### config.mk
export PLATFORM = sky130hd
export DESIGN_NAME = deal_controller_flat
export DESIGN_NICKNAME = d
export VERILOG_FILES = /design/src/rtl/deal_pkg.sv /design/src/rtl/deal_if.sv /design/src/rtl/banker_draw_rule.sv /design/src/rtl/deal_controller.sv /design/src/flat_wrapper.sv
export SDC_FILE = /design/constraint.sdc
export NUM_CORES = 1
export LEC_CHECK = 0
export ABC_AREA = 1
export CAP_MARGIN = 20
export CORE_AREA = 2 2 41 43
export CTS_BUF_LIST = sky130_fd_sc_hd__clkbuf_8
export DETAILED_ROUTE_END_ITERATION = 8
export DIE_AREA = 0 0 43 45
export PLACE_DENSITY = 0.72
export SLEW_MARGIN = 20
export SYNTH_ARGS = -nofsm -noshare
export SYNTH_HDL_FRONTEND = slang
export SYNTH_SLANG_ARGS = --single-unit
### constraint.sdc
create_clock -name slow_clock -period 0.95 [get_ports slow_clock]
set_clock_uncertainty 0.05 [all_clocks]
set_input_delay 0.1425 -clock slow_clock [delete_from_list [all_inputs] [get_ports slow_clock]]
set_output_delay 0.1425 -clock slow_clock [all_outputs]
set_load 0.02 [all_outputs]
### src/rtl/deal_pkg.sv
// Shared types and constants for the Baccarat deal controller.
// Card codes and rule thresholds used by the FSM and the banker table.
package deal_pkg;

  typedef enum logic [3:0] {
    S_RESET,
    S_P1,
    S_D1,
    S_P2,
    S_D2,
    S_EVAL,
    S_P3,
    S_BANK,
    S_D3,
    S_RESULT,
    S_DONE
  } state_t;

  localparam logic [3:0] CARD_BLANK = 4'd0;
  localparam logic [3:0] CARD_ACE   = 4'd1;
  localparam logic [3:0] CARD_NINE  = 4'd9;
  localparam logic [3:0] CARD_KING  = 4'd13;

  localparam logic [3:0] NATURAL  = 4'd8;
  localparam logic [3:0] DRAW_MAX = 4'd5;

  // Tens and faces count zero; blanks count zero too.
  function automatic logic [3:0] card_value(input logic [3:0] code);
    card_value = (code >= CARD_ACE && code <= CARD_NINE) ? code : 4'd0;
  endfunction

endpackage

### src/rtl/deal_if.sv
// Controller <-> card datapath bundle: scores in, strobes and lights out.
// master is the controller side, slave is the datapath side.
interface deal_if;
  logic [3:0] pscore;
  logic [3:0] dscore;
  logic [3:0] pcard3;
  logic       load_pcard1;
  logic       load_pcard2;
  logic       load_pcard3;
  logic       load_dcard1;
  logic       load_dcard2;
  logic       load_dcard3;
  logic       player_win_light;
  logic       dealer_win_light;
  logic       hand_done;

  modport master (
    input  pscore, dscore, pcard3,
    output load_pcard1, load_pcard2, load_pcard3,
    output load_dcard1, load_dcard2, load_dcard3,
    output player_win_light, dealer_win_light,
    output hand_done
  );

  modport slave (
    output pscore, dscore, pcard3,
    input  load_pcard1, load_pcard2, load_pcard3,
    input  load_dcard1, load_dcard2, load_dcard3,
    input  player_win_light, dealer_win_light,
    input  hand_done
  );
endinterface

### src/rtl/banker_draw_rule.sv
// Banker third-card table: dscore and player third-card value -> draw.
// Purely combinational.
module banker_draw_rule (
  input  logic [3:0] dscore,
  input  logic [3:0] value,
  output logic       draw
);
  always_comb begin
    draw = 1'b0;
    unique case (1'b1)
      (dscore <= 4'd2): draw = 1'b1;
      (dscore == 4'd3): draw = (value != 4'd8);
      (dscore == 4'd4): draw = (value >= 4'd2) && (value <= 4'd7);
      (dscore == 4'd5): draw = (value >= 4'd4) && (value <= 4'd7);
      (dscore == 4'd6): draw = (value >= 4'd6) && (value <= 4'd7);
      default:          draw = 1'b0;
    endcase
  end
endmodule

### src/rtl/deal_controller.sv
// Moore FSM sequencing one Baccarat hand: deal strobes, third-card
// rules and registered win lights.
module deal_controller
  import deal_pkg::*;
(
  input  logic   slow_clock,
  input  logic   resetb,
  deal_if.master dif
);
  state_t state, nxt;
  logic   pl_q, dl_q;
  logic   bank_draw;
  logic   natural;

  banker_draw_rule u_rule (
    .dscore (dif.dscore),
    .value  (card_value(dif.pcard3)),
    .draw   (bank_draw)
  );

  assign natural = (dif.pscore >= NATURAL) || (dif.dscore >= NATURAL);

  always_ff @(posedge slow_clock or negedge resetb) begin
    if (!resetb) begin
      state <= S_RESET;
      pl_q  <= 1'b0;
      dl_q  <= 1'b0;
    end else begin
      state <= nxt;
      case (state)
        S_RESULT: begin
          pl_q <= dif.pscore >= dif.dscore;
          dl_q <= dif.dscore >= dif.pscore;
        end
        S_DONE: begin
          pl_q <= pl_q;
          dl_q <= dl_q;
        end
        default: begin
          pl_q <= 1'b0;
          dl_q <= 1'b0;
        end
      endcase
    end
  end

  always_comb begin
    nxt = S_RESET;
    case (state)
      S_RESET:  nxt = S_P1;
      S_P1:     nxt = S_D1;
      S_D1:     nxt = S_P2;
      S_P2:     nxt = S_D2;
      S_D2:     nxt = S_EVAL;
      S_EVAL: begin
        if (natural)                   nxt = S_RESULT;
        else if (dif.pscore <= DRAW_MAX) nxt = S_P3;
        else if (dif.dscore <= DRAW_MAX) nxt = S_D3;
        else                           nxt = S_RESULT;
      end
      S_P3:     nxt = S_BANK;
      S_BANK:   nxt = bank_draw ? S_D3 : S_RESULT;
      S_D3:     nxt = S_RESULT;
      S_RESULT: nxt = S_DONE;
      S_DONE:   nxt = S_DONE;
      default:  nxt = S_RESET;
    endcase
  end

  always_comb begin
    dif.load_pcard1 = 1'b0;
    dif.load_pcard2 = 1'b0;
    dif.load_pcard3 = 1'b0;
    dif.load_dcard1 = 1'b0;
    dif.load_dcard2 = 1'b0;
    dif.load_dcard3 = 1'b0;
    dif.hand_done   = 1'b0;
    case (state)
      S_P1:    dif.load_pcard1 = 1'b1;
      S_D1:    dif.load_dcard1 = 1'b1;
      S_P2:    dif.load_pcard2 = 1'b1;
      S_D2:    dif.load_dcard2 = 1'b1;
      S_P3:    dif.load_pcard3 = 1'b1;
      S_D3:    dif.load_dcard3 = 1'b1;
      S_DONE:  dif.hand_done   = 1'b1;
      default: ;
    endcase
  end

  assign dif.player_win_light = pl_q;
  assign dif.dealer_win_light = dl_q;
endmodule

### src/flat_wrapper.sv
// flat-port wrapper written by rule: the top's interface ports become plain ports
module deal_controller_flat import deal_pkg::*;
  (slow_clock, resetb, dif_pscore, dif_dscore, dif_pcard3, dif_load_pcard1, dif_load_pcard2, dif_load_pcard3, dif_load_dcard1, dif_load_dcard2, dif_load_dcard3, dif_player_win_light, dif_dealer_win_light, dif_hand_done);
  deal_if dif_i ();
  input  logic slow_clock;
  input  logic resetb;
  input wire logic [$bits(dif_i.pscore)-1:0] dif_pscore;
  input wire logic [$bits(dif_i.dscore)-1:0] dif_dscore;
  input wire logic [$bits(dif_i.pcard3)-1:0] dif_pcard3;
  output wire logic [$bits(dif_i.load_pcard1)-1:0] dif_load_pcard1;
  output wire logic [$bits(dif_i.load_pcard2)-1:0] dif_load_pcard2;
  output wire logic [$bits(dif_i.load_pcard3)-1:0] dif_load_pcard3;
  output wire logic [$bits(dif_i.load_dcard1)-1:0] dif_load_dcard1;
  output wire logic [$bits(dif_i.load_dcard2)-1:0] dif_load_dcard2;
  output wire logic [$bits(dif_i.load_dcard3)-1:0] dif_load_dcard3;
  output wire logic [$bits(dif_i.player_win_light)-1:0] dif_player_win_light;
  output wire logic [$bits(dif_i.dealer_win_light)-1:0] dif_dealer_win_light;
  output wire logic [$bits(dif_i.hand_done)-1:0] dif_hand_done;
  assign dif_i.pscore = dif_pscore;
  assign dif_i.dscore = dif_dscore;
  assign dif_i.pcard3 = dif_pcard3;
  assign dif_load_pcard1 = dif_i.load_pcard1;
  assign dif_load_pcard2 = dif_i.load_pcard2;
  assign dif_load_pcard3 = dif_i.load_pcard3;
  assign dif_load_dcard1 = dif_i.load_dcard1;
  assign dif_load_dcard2 = dif_i.load_dcard2;
  assign dif_load_dcard3 = dif_i.load_dcard3;
  assign dif_player_win_light = dif_i.player_win_light;
  assign dif_dealer_win_light = dif_i.dealer_win_light;
  assign dif_hand_done = dif_i.hand_done;
  deal_controller u_core (.slow_clock(slow_clock), .resetb(resetb), .dif(dif_i));
endmodule
# After elaboration in Yosys (flattened, before gate mapping)
# Cells that the tools add are included.
[word_totals]
reg_bits = 6
input_bits = 14
wordCells = 54
[classes]
n_lt_le_gt_ge = 13
eq_ne = 15
muxes = 16
n_reduce_logical = 7
[ops]
columns = ["cell", "n"]
rows = [
  ["$pmux W4 S10", 1],
  ["$eq A4 B3 Y1 const B", 7],
  ["$eq A4 B2 Y1 const B", 3],
  ["$eq A4 B4 Y1 const B", 3],
  ["$le A4 B3 Y1 const B", 3],
  ["$mux W4", 3],
  ["$mux W1", 9],
  ["$ge A4 B3 Y1 const B", 2],
  ["$ge A4 B4 Y1", 2],
  ["$ge A4 B4 Y1 const B", 2],
  ["$pmux W1 S5", 1],
  ["$eq A4 B1 Y1 const B", 1],
  ["$ge A4 B1 Y1 const B", 1],
  ["$ge A4 B2 Y1 const B", 1],
  ["$le A4 B2 Y1 const B", 1],
  ["$le A4 B4 Y1 const B", 1],
  ["$logic_and A1 B1 Y1", 4],
  ["$logic_not A4 Y1", 1],
  ["$ne A4 B4 Y1 const B", 1],
  ["$pmux W1 S2", 2],
  ["$reduce_or A2 Y1", 1],
  ["$logic_or A1 B1 Y1", 1],
]

# Depth between registers and ports, before layout
# Gate-level depths: netlist of run 1.
[depth]
word_depth = 8
mapped_depth = 9

# Hierarchy
# Synthesis of run 1 repeated with hierarchy kept, for this count alone.
[hier_totals]
cells_unflattened = 101
hier_area_um2 = 594.3
[by_module_without_submodules]
columns = ["mod", "n_inst", "cells_per_inst", "area_each_um2"]
rows = [
  ["deal_controller", 1, 85, 524.3],
  ["banker_draw_rule", 1, 16, 70.1],
]

# Worst setup path before layout of run 1
# Ideal clock, no wire load.
[synth_timing]
kind = "register to output"
from = "reg u_core.state[2]"
to = "out dif_load_dcard3"
arrival_time_ns = 0.925
setup_slack_ns = -0.167
stages_incl_launch_ff = 4
n_path_buf = 0
path_cell_list = "dfrtp_1 > nor2_1 > inv_1 > nor2_1"
[synth_via]
elab_chain_cells = 2
[synth_rtl]
columns = ["element", "line_no", "rtl"]
rows = [
  ["from (decl)", "deal_controller.sv:10", "state_t state, nxt;"],
  ["from (signal assigned)", "deal_controller.sv:29", "state <= nxt;"],
  ["$eq A4 B4 Y1", "deal_controller.sv:78", "case (state)"],
  ["$mux W1", "deal_controller.sv:78", ""],
  ["to (decl)", "flat_wrapper.sv:15", "output wire logic [$bits(dif_i.load_dcard3)-1:0] dif_load_dcard3;"],
]
# Every way passes these cells.

# Final worst setup path of run 1
[layout_timing]
from = "reg u_core.state[3]"
to = "out dif_load_dcard3"
# The elaborated chain is that of the path after synthesis.

==> metrics.yaml, run 1 <==
sta:
  layout_setup_ws_ns: -0.346
  max_slew_margin: 0.819
  whs_ns: 0.105
  tightest_slew_ns: 0.271
  fin_crit_sh: 1.36
  rsz0062_at_grt: "true"
  final-max-slew-violation-count: 0
  fin_crit_ns: 1.30
  hold_viol_final: 0
  setup_viol: 13
  max_freq_mhz: 771
layout:
  fin_cells: 146
  nets: 149
  drive_gt1_frac: 0.485
  antenna_cells: 0
  area_growth_pct: 104
  utilization: 0.736
worst_hold_path:
  hp-class: "primary input to asynchronous set/reset pin"
power:
  comb_power_share: 0.671
  power_switching_mw: 1.11
  clock_power_share: 0.152
  p_int_mw: 1.47
  leakage_nw: 0.558
  switching_share: 0.431
  pwr_density_cell_nw_per_um2: 2390
  seqPwrFrac: 0.177
  ir_worst_vdd_uv: 959
  power_mw: 2.58
synthesis:
  ys_ff_latch: 6
  synthMuxAreaShare: 0
  synth_nets: 103
  yosysWarningCount: 0
  synthSimpleGateAreaFrac: 0.415
  synthAdderAreaFrac: 0.0943
  synth_compound_area_frac: 0.101
  synth_area_per_cell_um2: 6.24
  syn_inst: 85
  ys_types: 15
  synth_area_um2: 531
  synth_top_family_by_area: "simple AND/OR/NAND/NOR gates"
  synth_xor_area_frac: 0
  ys_seq_area_frac: 0.283
floorplan:
  die_y_um: 45
  fp-row-count: 14
  fp.coreArea_um2: 1470
  io-pin-count: 23
  fp.dieW_um: 43
  dieArea_um2: 1940
  start_util: 0.361
cts:
  ctsHoldBuffers: 0
  cts_buffers: 3
  htree_levels: 1
  clkLatencyLatePin_ns: 0.23
  clockRootBuffer: "clkbuf_8"
  cts.sink_count: 6
  clk_pin_slew_worst_paths_ns: 0.04
  cts_tree: "built"
  clockBufferDepth: 2
setup_path:
  cp_top_family: "flip-flops"
  cp_slowest_cell: "dfrtp_1"
  worst_path_largest_cell_delay_ns: 0.37
  cp_cell_sequence: "inv_2 > nor2_2 > inv_1 > nor2_4 > buf_4"
  worstPathArrival_ns: 1.10
  cp-start-kind: "register"
  critical_path.max_fanout: 3
  path_class: "register to output pin"
  worstPathRequired_ns: 0.76
  worstSetupEndpointType: "output pin"
  critPathBufInv: 3
global_route:
  grt_usage: 0.173
  grt_pass1_wl_um: 2410
  grt_pass1_vias: 621
  grt_start_max_net_pins: 7
  antenna_found_initial: 0
  grt-ovfl-total: 0
status:
  status: "complete, but fails checks"
  failed_checks: "setup timing"
detailed_routing:
  drc_errors: 0
  routed_wl_um: 1470
  wire_per_inst_um: 10.1
  drt-initial-drc-count: 11
  drt-pass1-iter-count: 4
  num_vias: 692
  antenna_left: 0
  via_per_inst: 4.74
job:
  drv_cap: 0
placement:
  gp_congestion: 0.835
  dp_hpwl_um: 1200
  dp.cells: 138
  port_buffers: 22
==> stage by stage <==
stage	area, um^2	setup TNS (ns)	worst slack, ns
global placement	947	-6.74	-0.603
global route	1080	-4.28	-0.391
CTS	1060	-3.62	-0.339
floorplan	594	-0.429	-0.0534
finish	1080	-3.60	-0.346
detailed placement	947	-6.88	-0.615
==> Yosys cell counts <==
cell	count	area share
nor2_4	1	0.021
nor2_1	17	0.12
inv_1	15	0.11
nand2_2	2	0.024
a21oi_1	3	0.028
nand3_1	4	0.038
nand3b_1	1	0.014
dfrtp_1	6	0.28
nand2_1	25	0.18
o21ai_0	3	0.028
o221ai_1	1	0.017
o22ai_1	1	0.012
nand2_4	1	0.021
a21oi_2	1	0.017
ha_1	4	0.094
==> path summary, 6_finish.rpt <==
kind,from,slack (ns),cells after the start,endpoint
min reg2reg,u_core.dif.dealer_win_light,0.44,2,u_core.dif.dealer_win_light
max,u_core.state[3],-0.35,5,dif_load_dcard3
max in group asynchronous,resetb,0.51,1,u_core.state[0]
min,resetb,0.10,1,u_core.state[1]
max reg2reg,u_core.state[0],-0.31,8,u_core.state[0]
min in group slow_clock,dif_pscore[2],0.25,4,u_core.state[1]
==> cell usage in the layout, fill, tap and decap left out, types with 2 or more instances in the layout <==
| cell type | n |
|---|---|
| nor2_2 | 2 |
| dlygate4sd2_1 | 5 |
| inv_2 | 9 |
| nand2_4 | 3 |
| dfrtp_1 | 5 |
| nand3_1 | 2 |
| nor2_4 | 8 |
| clkbuf_8 | 3 |
| buf_4 | 19 |
| nor2_1 | 8 |
| a21oi_2 | 2 |
| a21oi_1 | 2 |
| inv_1 | 6 |
| nand3_2 | 2 |
| buf_6 | 9 |
| nand2_1 | 24 |
| clkdlybuf4s50_1 | 7 |
| ha_4 | 2 |
| ha_1 | 2 |
==> worst register-to-register path: cells and delay by family, from the launching register on <==
kind / cells / cell delay, ns
compound gates: 1 / 0.09
flops: 1 / 0.44
buf+inv: 2 / 0.27
simple gates: 5 / 0.34
==> per-layer routing <==
| layer | vias to the layer above | global-route usage | share of wire |
|---|---|---|---|
| met5 | - | 0 | 0 |
| met1 | 293 | 0.169 | 0.39 |
| met2 | 37 | 0.318 | 0.51 |
| li1 | 355 | - | - |
| met4 | 0 | 0.121 | 0.029 |
| met3 | 7 | 0.0480 | 0.076 |
==> cells by family after synthesis <==
kind of cell,Yosys count
flip-flops,6
AND/OR/NAND/NOR,51
buffers and inverters,15
AO/OA/AOI/OAI,9
adder cells (fa/ha/maj),4
==> flip-flops by register name, summed over array words and instances, names as in the netlist <==
signal                       flops
u_core.dif.dealer_win_light      1
u_core.dif.player_win_light      1
u_core.state                     4
==> power by group through the flow <==
| stage | sequential, mW | clock, mW | combinational (mW) |
|---|---|---|---|
| 2_1_floorplan | 0.454 | 0 | 0.807 |
| 3_3_place_gp | 0.441 | 0 | 1.43 |
| 3_5_place_dp | 0.446 | 0 | 1.46 |
| 4_1_cts | 0.450 | 0.402 | 1.72 |
| 5_1_grt | 0.469 | 0.415 | 1.87 |
| 6_report | 0.456 | 0.393 | 1.74 |
==> what timing repair did <==
item	4_1_cts	5_1_grt
buffers inserted	4	0
resized for setup	69	7
pin swaps	9	1
endpoints found under the setup margin	15	15
==> cell type report <==
cell class | instances | area, um^2
Multi-Input combinational cell | 64 | 437
Timing Repair Buffer | 41 | 370
Inverter | 15 | 58.8
Sequential cell | 6 | 151
Clock inverter | 1 | 3.75
Fill cell | 145 | 389
Tap cell | 16 | 20.0
Clock buffer | 3 | 41.3
Power figures use the tool's default switching activity.
==> inputs of run 2 (changes only) <==
- CTS_CLUSTER_DIAMETER: not set -> 50
==> results of run 2 <==
Final layout, timing and power as in run 1 (identical DEF).
